`src/rtl/pipe_pkg.sv`:
```
// Shared state encoding for handshaked pipeline stages.
// Encoding 2'd3 is illegal; stages that use this type recover from it to PS_EMPTY.
package pipe_pkg;

    typedef enum logic [1:0] {
        PS_EMPTY = 2'd0,
        PS_BUSY  = 2'd1,
        PS_FULL  = 2'd2
    } ps_state_e;

endpackage

```
`src/rtl/pipe_stage_skid_sat_counter.sv`:
```
// Saturating up-counter for the stall statistics of pipe_stage_skid.
// Priority: rst, then clr, then inc. The count holds at its all-ones value and does not wrap.
module pipe_sat_counter #(
    parameter int unsigned CNT_W = 16
) (
    input  logic             clk,
    input  logic             rst,
    input  logic             inc,
    input  logic             clr,
    output logic [CNT_W-1:0] count
);

    always_ff @(posedge clk) begin
        if (rst || clr) begin
            count <= '0;
        end else if (inc && (count != '1)) begin
            count <= count + CNT_W'(1);
        end
    end

endmodule

```
`src/rtl/pipe_stage_skid.sv`:
```
// Two-entry skid-buffer pipeline stage: in_ready is decoded from the state register only.
// With PIPE_STAGE_FLUSH_EN defined, a flush port is added that empties the stage.
module pipe_stage_skid
    import pipe_pkg::*;
#(
    parameter int unsigned WIDTH  = 32,
    parameter int unsigned NUM_CH = 2,
    parameter int unsigned CNT_W  = 16
) (
    input  logic                    clk,
    input  logic                    rst,
    input  logic                    in_valid,
    output logic                    in_ready,
    input  logic [NUM_CH*WIDTH-1:0] in_data,
    output logic                    out_valid,
    input  logic                    out_ready,
    output logic [NUM_CH*WIDTH-1:0] out_data,
    input  logic                    cnt_clr,
`ifdef PIPE_STAGE_FLUSH_EN
    input  logic                    flush,
`endif
    output logic [CNT_W-1:0]        stall_cnt
);

    localparam int unsigned DW = NUM_CH * WIDTH;

    ps_state_e         state;
    ps_state_e         state_next;
    logic [DW-1:0]     main_q;
    logic [DW-1:0]     skid_q;
    logic              in_xfer;
    logic              out_xfer;
    logic              load_main_in;
    logic              load_main_skid;
    logic              load_skid;

    assign out_valid = (state != PS_EMPTY);
    assign in_ready  = (state != PS_FULL);
    assign out_data  = main_q;

    assign in_xfer  = in_valid & in_ready;
    assign out_xfer = out_valid & out_ready;

    always_comb begin
        state_next     = state;
        load_main_in   = 1'b0;
        load_main_skid = 1'b0;
        load_skid      = 1'b0;

        case (state)
            PS_EMPTY: begin
                if (in_xfer) begin
                    load_main_in = 1'b1;
                    state_next   = PS_BUSY;
                end
            end
            PS_BUSY: begin
                if (in_xfer && out_xfer) begin
                    load_main_in = 1'b1;
                end else if (in_xfer) begin
                    load_skid  = 1'b1;
                    state_next = PS_FULL;
                end else if (out_xfer) begin
                    state_next = PS_EMPTY;
                end
            end
            PS_FULL: begin
                if (out_xfer) begin
                    load_main_skid = 1'b1;
                    state_next     = PS_BUSY;
                end
            end
            default: state_next = PS_EMPTY;
        endcase

`ifdef PIPE_STAGE_FLUSH_EN
        // Flush overrides the handshake: any beat accepted this cycle is dropped.
        if (flush) begin
            state_next     = PS_EMPTY;
            load_main_in   = 1'b0;
            load_main_skid = 1'b0;
            load_skid      = 1'b0;
        end
`endif
    end

    always_ff @(posedge clk) begin
        if (rst) begin
            state  <= PS_EMPTY;
            main_q <= '0;
            skid_q <= '0;
        end else begin
            state <= state_next;
            if (load_main_in) begin
                main_q <= in_data;
            end else if (load_main_skid) begin
                main_q <= skid_q;
            end
            if (load_skid) begin
                skid_q <= in_data;
            end
        end
    end

    pipe_sat_counter #(
        .CNT_W (CNT_W)
    ) u_stall_cnt (
        .clk   (clk),
        .rst   (rst),
        .inc   (out_valid & ~out_ready),
        .clr   (cnt_clr),
        .count (stall_cnt)
    );

endmodule

```
`config.mk`:
```
export PLATFORM = sky130hd
export DESIGN_NAME = pipe_stage_skid
export DESIGN_NICKNAME = d
export VERILOG_FILES = /design/src/rtl/pipe_pkg.sv /design/src/rtl/pipe_stage_skid_sat_counter.sv /design/src/rtl/pipe_stage_skid.sv
export SDC_FILE = /design/constraint.sdc
export NUM_CORES = 1
export LEC_CHECK = 0
export CORE_MARGIN = 10
export CORE_UTILIZATION = 32
export CTS_BUF_LIST = sky130_fd_sc_hd__clkbuf_16
export DETAILED_ROUTE_END_ITERATION = 8
export PLACE_DENSITY = 0.63
export SKIP_LAST_GASP = 1
export SYNTH_ARGS = -nofsm -noshare
export SYNTH_HDL_FRONTEND = slang
export SYNTH_HIERARCHICAL = 1
export SYNTH_SLANG_ARGS = --single-unit
```
`constraint.sdc`:
```
create_clock -name clk -period 3.57 [get_ports clk]
set_input_delay 0.714 -clock clk [delete_from_list [all_inputs] [get_ports clk]]
set_output_delay 0.714 -clock clk [all_outputs]
set_load 0.005 [all_outputs]
```
Yosys cells after proc, flatten, opt, wreduce, memory -nomap -nowiden:

Cells that the tools add are included.

* logic and storage cells: 39
* output and inout bits: 82
* register bits: 146

* equality and inequality tests: 8
* add/subtract/negate cells: 1
* reduce and logical (&&, ||, !) cells: 7
* multiplexer cells: 15
* bitwise gates (word level): 4

Operators with widths (number)
* 64-bit 2-to-1 mux: 2
* 16-bit by 1-bit adder with 16-bit output (second input constant): 1
* 16-bit inequality test (second input constant): 1
* 2-bit 2-to-1 mux: 5
* 2-bit inequality test (second input constant): 4
* 1-bit 2-to-1 mux: 6
* 2-bit one-hot mux with 3 select lines: 1
* 4-bit AND reduction: 1
* 2-bit nonzero test: 2
* 1-bit bitwise AND: 3
* 3-bit inequality test (second input constant): 1
* 2-bit by 1-bit == test with 1-bit output (second input constant): 1
* 2-bit == test (second input constant): 1
* 1-bit logical AND: 2
* 2-bit logical NOT: 1
* 1-bit one-hot mux with 2 select lines: 1
* 1-bit logical OR: 1
* 1-bit NOT: 1

Logic depth before layout (Yosys ltp):

* word-level depth: 6
* gate-level depth with buffers: 6

Modules after synthesis:

The synthesis kept the hierarchy.

By module, submodules not included
* pipe_stage_skid: sequential area each 2602.5 sq um, times used 1, cells each 656, area each 5570.3 sq um
* pipe_sat_counter: sequential area each 320.3 sq um, times used 1, cells each 95, area each 847.1 sq um

Worst setup path after synthesis:

No wires, ideal clock.

* path kind: input to register
* start: input port out_ready
* end: register u_stall_cnt.count[14]
* stages on the path: 5
* data arrival time: 1.929 ns
* slack: 1.570 ns
* required time: 3.500 ns
* cell sequence: nor2b_1 -> nand4_1 -> a41o_1 -> or3_1 -> a21oi_1

* longest elaborated chain between the ends: 3

RTL lines
* start: declaration: line pipe_stage_skid.sv:16 `input logic out_ready,`
* 1-bit NOT: line pipe_stage_skid.sv:110 `.inc (out_valid & ~out_ready),`
* 1-bit bitwise AND: line pipe_stage_skid.sv:110
* 1-bit logical AND: line pipe_stage_skid_sat_counter.sv:16 `end else if (inc && (count != '1)) begin`
* end signal: assignment: line pipe_stage_skid_sat_counter.sv:17 `count <= count + CNT_W'(1);`
* end: declaration: line pipe_stage_skid_sat_counter.sv:10 `output logic [CNT_W-1:0] count`

No other way between the ends.
A chain may end at the register's enable or synchronous reset.

Final worst setup path:

* start: register state[1]
* end: output port out_valid

* longest elaborated chain between the ends: 1

RTL lines
* start: declaration: line pipe_stage_skid.sv:27 `ps_state_e state;`
* start signal: assignment: line pipe_stage_skid.sv:93 `state <= state_next;`
* 2-bit nonzero test: line pipe_stage_skid.sv:37 `assign out_valid = (state != PS_EMPTY);`
* end: declaration: line pipe_stage_skid.sv:15 `output logic out_valid,`

No other way between the ends.

==> Flow_metrics.wiki <==
{| class="wikitable"
! Metric !! Value
|-
| Count of unresolved DRC violations after routing || 0
|-
| Depth of the worst hold-timing path || 2
|-
| Count of instances resized after the clock tree is built || 0
|-
| Antenna violations before repair || 1
|-
| Worst VDD drop || 0.306 mV
|-
| Internal power of the cells || 0.00309 W
|-
| Fraction of layout instances using a drive strength above 1 || 12.5%
|-
| Top-Level Pins || 151
|-
| Later-pin clock latency in the skew report || 0.42 ns
|-
| Max-Slew Margin vs Limit || 45.3%
|-
| Share of total power in sequential cells || 42.6%
|-
| Hold/Removal Path Class || register to register
|-
| Most frequent standard cell in the layout excluding fill and tap cells || sky130_fd_sc_hd__nand2_1
|-
| Vias in the first global route || 5839
|-
| Via density per instance || 5.08
|-
| Number of distinct library cells after synthesis || 44
|-
| Maximum operating frequency || 0.423 GHz
|-
| Global-route wire length before repair || 31.5 mm
|-
| Crit end category || primary output
|-
| Startpoint type of the worst setup path || register
|-
| Height of the chip || 162 um
|-
| Critical setup path kind || register to primary output
|-
| Gate Count Post-Synth || 751
|-
| Antenna diodes || 0
|-
| Reg-to-reg setup timing slack || 1.51 ns
|-
| Flip-flop cell with the highest count after synthesis || sky130_fd_sc_hd__dfxtp_1
|-
| Endpoint of the lowest-slack register-to-register path || u_stall_cnt/count[10]
|-
| Standard cell core area || 19600 um^2
|-
| Number of buffers between clock root and the deepest sink || 2
|-
| Number of enable flip-flop cells after synthesis || 0
|-
| Share of the clock period used by the worst path after layout || 66.3%
|-
| Floorplan row count || 51
|-
| Largest net degree at the start of global routing || 131
|-
| Antenna-violating nets left || 0
|-
| Starting Density || 32.8%
|-
| Total congestion overflow after global routing || 0
|-
| Die Width || 162 um
|-
| Part of the total power dissipated in the clock network || 45.0%
|-
| Port Buf Inserts || 150
|-
| Filler Cell Count || 1920
|-
| Post-Route Utilization || 44.2%
|-
| Startpoint of the most critical hold path || skid_q[8]
|-
| Nets in the synthesized netlist || 821
|-
| Status || completed
|-
| Routability Congestion || 0.789
|-
| Static leakage power || 2.83 nW
|-
| PwrDens || 476 nW/um^2
|-
| Setup repair after global routing missed its margin || false
|-
| Maximum clock skew at final layout || 0.00777 ns
|-
| Worst min-delay path endpoint || skid_q[8]
|-
| WL final || 19.5 mm
|-
| Number of hold-slack violations in the final timing report || 0
|-
| Post-CTS Hold Fix Bufs || 0
|-
| TritonCTS clock tree || done
|-
| Reported net switching power || 0.00103 W
|-
| Setup violation total in the final timing report || 0
|-
| Worst flop-to-flop path startpoint || state[1]
|-
| Post-route minimum period || 2.37 ns
|-
| Overall routing resource usage || 14.7%
|-
| Number of flip-flops and latches in the synthesized netlist || 146
|-
| Combinational power share || 12.4%
|-
| Proportion of synthesized chip area in sequential cells || 45.5%
|-
| Number of design-rule violations left by the first detailed-router iteration || 390
|-
| Share of flip-flops with an asynchronous set or reset || 0%
|-
| Final layout net count || 939
|-
| Slew Limit Fails || 0
|-
| Switching Fraction || 25.1%
|-
| Setup bufs post-CTS || 0
|-
| Avg Synthesized Cell Area || 8.55 um^2
|-
| Number of sinks on the clock net || 146
|-
| Clock buffer count from CTS || 17
|-
| Area enclosed by the die boundary || 26100 um^2
|-
| DPL Wire Length || 12.1 mm
|-
| Detail-routed net length per standard cell || 17.0 um
|-
| Master cell of the clock root buffer || sky130_fd_sc_hd__clkbuf_16
|-
| First-pass DRT Iterations || 5
|-
| Number of levels in the clock H-tree || 4
|-
| Setup total negative slack || 0 ns
|-
| Overall via count from detail_route || 5832
|-
| Most used cells in the layout excluding fill and tap cells || sky130_fd_sc_hd__nand2_1, sky130_fd_sc_hd__clkdlybuf4s50_1, sky130_fd_sc_hd__dfxtp_1
|-
| Number of warnings printed during yosys synthesis || 6
|-
| Critical path fanouts, max || 9
|-
| Arrival time of the worst setup path || 1.65 ns
|-
| Syn-to-layout area delta || 34.8%
|-
| # Max-Cap Violations || 0
|-
| Clock slew at the register clock pins of the worst setup and hold paths || 0.06 ns
|-
| Length in cells of the worst reg-to-reg path || 7
|-
| Tightest Pin Transition || 0.820 ns
|-
| Post-Syn Area || 6420 um^2
|-
| Crit path required time || 2.86 ns
|}
## Yosys cell counts, types with 2 or more instances
master,instances,area share (%)
sky130_fd_sc_hd__o21ai_0,5,0.39
sky130_fd_sc_hd__or2_2,2,0.19
sky130_fd_sc_hd__buf_6,11,1.9
sky130_fd_sc_hd__or3_1,5,0.49
sky130_fd_sc_hd__nand2b_1,2,0.19
sky130_fd_sc_hd__clkbuf_1,17,0.99
sky130_fd_sc_hd__a41o_1,4,0.62
sky130_fd_sc_hd__nor3_1,65,5.1
sky130_fd_sc_hd__o31ai_1,3,0.35
sky130_fd_sc_hd__and2_1,2,0.19
sky130_fd_sc_hd__a21oi_1,75,5.8
sky130_fd_sc_hd__a311oi_1,14,1.9
sky130_fd_sc_hd__xor2_1,2,0.27
sky130_fd_sc_hd__a311oi_2,50,12
sky130_fd_sc_hd__buf_2,27,2.1
sky130_fd_sc_hd__nor2_1,8,0.47
sky130_fd_sc_hd__nand3b_1,2,0.23
sky130_fd_sc_hd__a31oi_1,3,0.29
sky130_fd_sc_hd__and4_1,4,0.55
sky130_fd_sc_hd__nand4_1,5,0.49
sky130_fd_sc_hd__nand2_1,262,15
sky130_fd_sc_hd__buf_4,9,1.1
sky130_fd_sc_hd__nand3_1,5,0.39
sky130_fd_sc_hd__or4_1,3,0.35
sky130_fd_sc_hd__dfxtp_1,146,46
sky130_fd_sc_hd__a211oi_1,2,0.23
## power by group through the flow
| stage | registers (W) | logic [W] | clock network (W) |
|---|---|---|---|
| 3_3_place_gp | 0.00179 | 0.000513 | 0 |
| 4_1_cts | 0.00176 | 0.000519 | 0.00191 |
| 3_5_place_dp | 0.00179 | 0.000516 | 0 |
| 5_1_grt | 0.00177 | 0.000558 | 0.00197 |
| 6_report | 0.00176 | 0.000511 | 0.00185 |
| 2_1_floorplan | 0.00179 | 0.000243 | 0 |
## final cells by class
class,instances,area [um^2],area share (%)
Timing Repair Buffer,165,1650,19.1
Multi-Input combinational cell,538,3130,36.2
Tap cell,265,332,3.83
Inverter,1,3.75,0.0434
Clock inverter,15,183,2.11
Clock buffer,17,425,4.92
Sequential cell,146,2920,33.8
## per-stage QoR
stage | worst slack [ns] | hold WS, ns | total power, W | instance area (um^2) | instances
6_report | 1.20 | 0.454 | 0.00412 | 8650 | 1147
5_1_grt | 1.09 | 0.467 | 0.00429 | 8650 | 1147
4_1_cts | 1.16 | 0.456 | 0.00418 | 8650 | 1147
3_5_place_dp | 0.782 | 0.447 | 0.00231 | 8040 | 1115
3_3_place_gp | 0.862 | 0.442 | 0.00231 | 8040 | 1115
2_1_floorplan | 1.57 | 0.437 | 0.00203 | 6420 | 751
## how the worst max path moves through the flow
stage,from,to,slack [ns]
after floorplan,out_ready,u_stall_cnt/count[14],1.57
after global placement,out_ready,out_data[50],0.86
after detailed placement,out_ready,out_data[48],0.78
after CTS,state[1],out_valid,1.16
after global routing,out_ready,out_data[48],1.09
final,state[1],out_valid,1.20
## flip-flops by register name, summed over array words and instances (netlist names)
signal	cells
state	2
skid_q	64
out_data	64
u_stall_cnt/count	16
## cells by family (layout without fill, tap and decap cells)
family	after synthesis	count (layout)	synth area share [%]
AND/OR/NAND/NOR	376	376	25.8
flip-flops	146	146	45.5
buffers and inverters	67	198	6.28
adder cells (fa/ha/maj)	1	1	0.195
AO/OA/AOI/OAI	158	158	21.8
XOR/XNOR	3	3	0.410
## layer usage
layer  global-route usage, %  wire length (um)  vias to the layer above
met2                    23.4              8910                      169
met3                    5.39              1450                       14
li1                        -                 -                     2876
met5                       0                 0                        -
met1                    18.6              8980                     2773
met4                    3.64               163                        0
## critical path, stage by stage, from the launching register on
cell and delay (ns):
sky130_fd_sc_hd__dfxtp_1 0.51, sky130_fd_sc_hd__or2_2 0.19, sky130_fd_sc_hd__clkdlybuf4s50_1 0.54
Power figures use the tool's default switching activity.
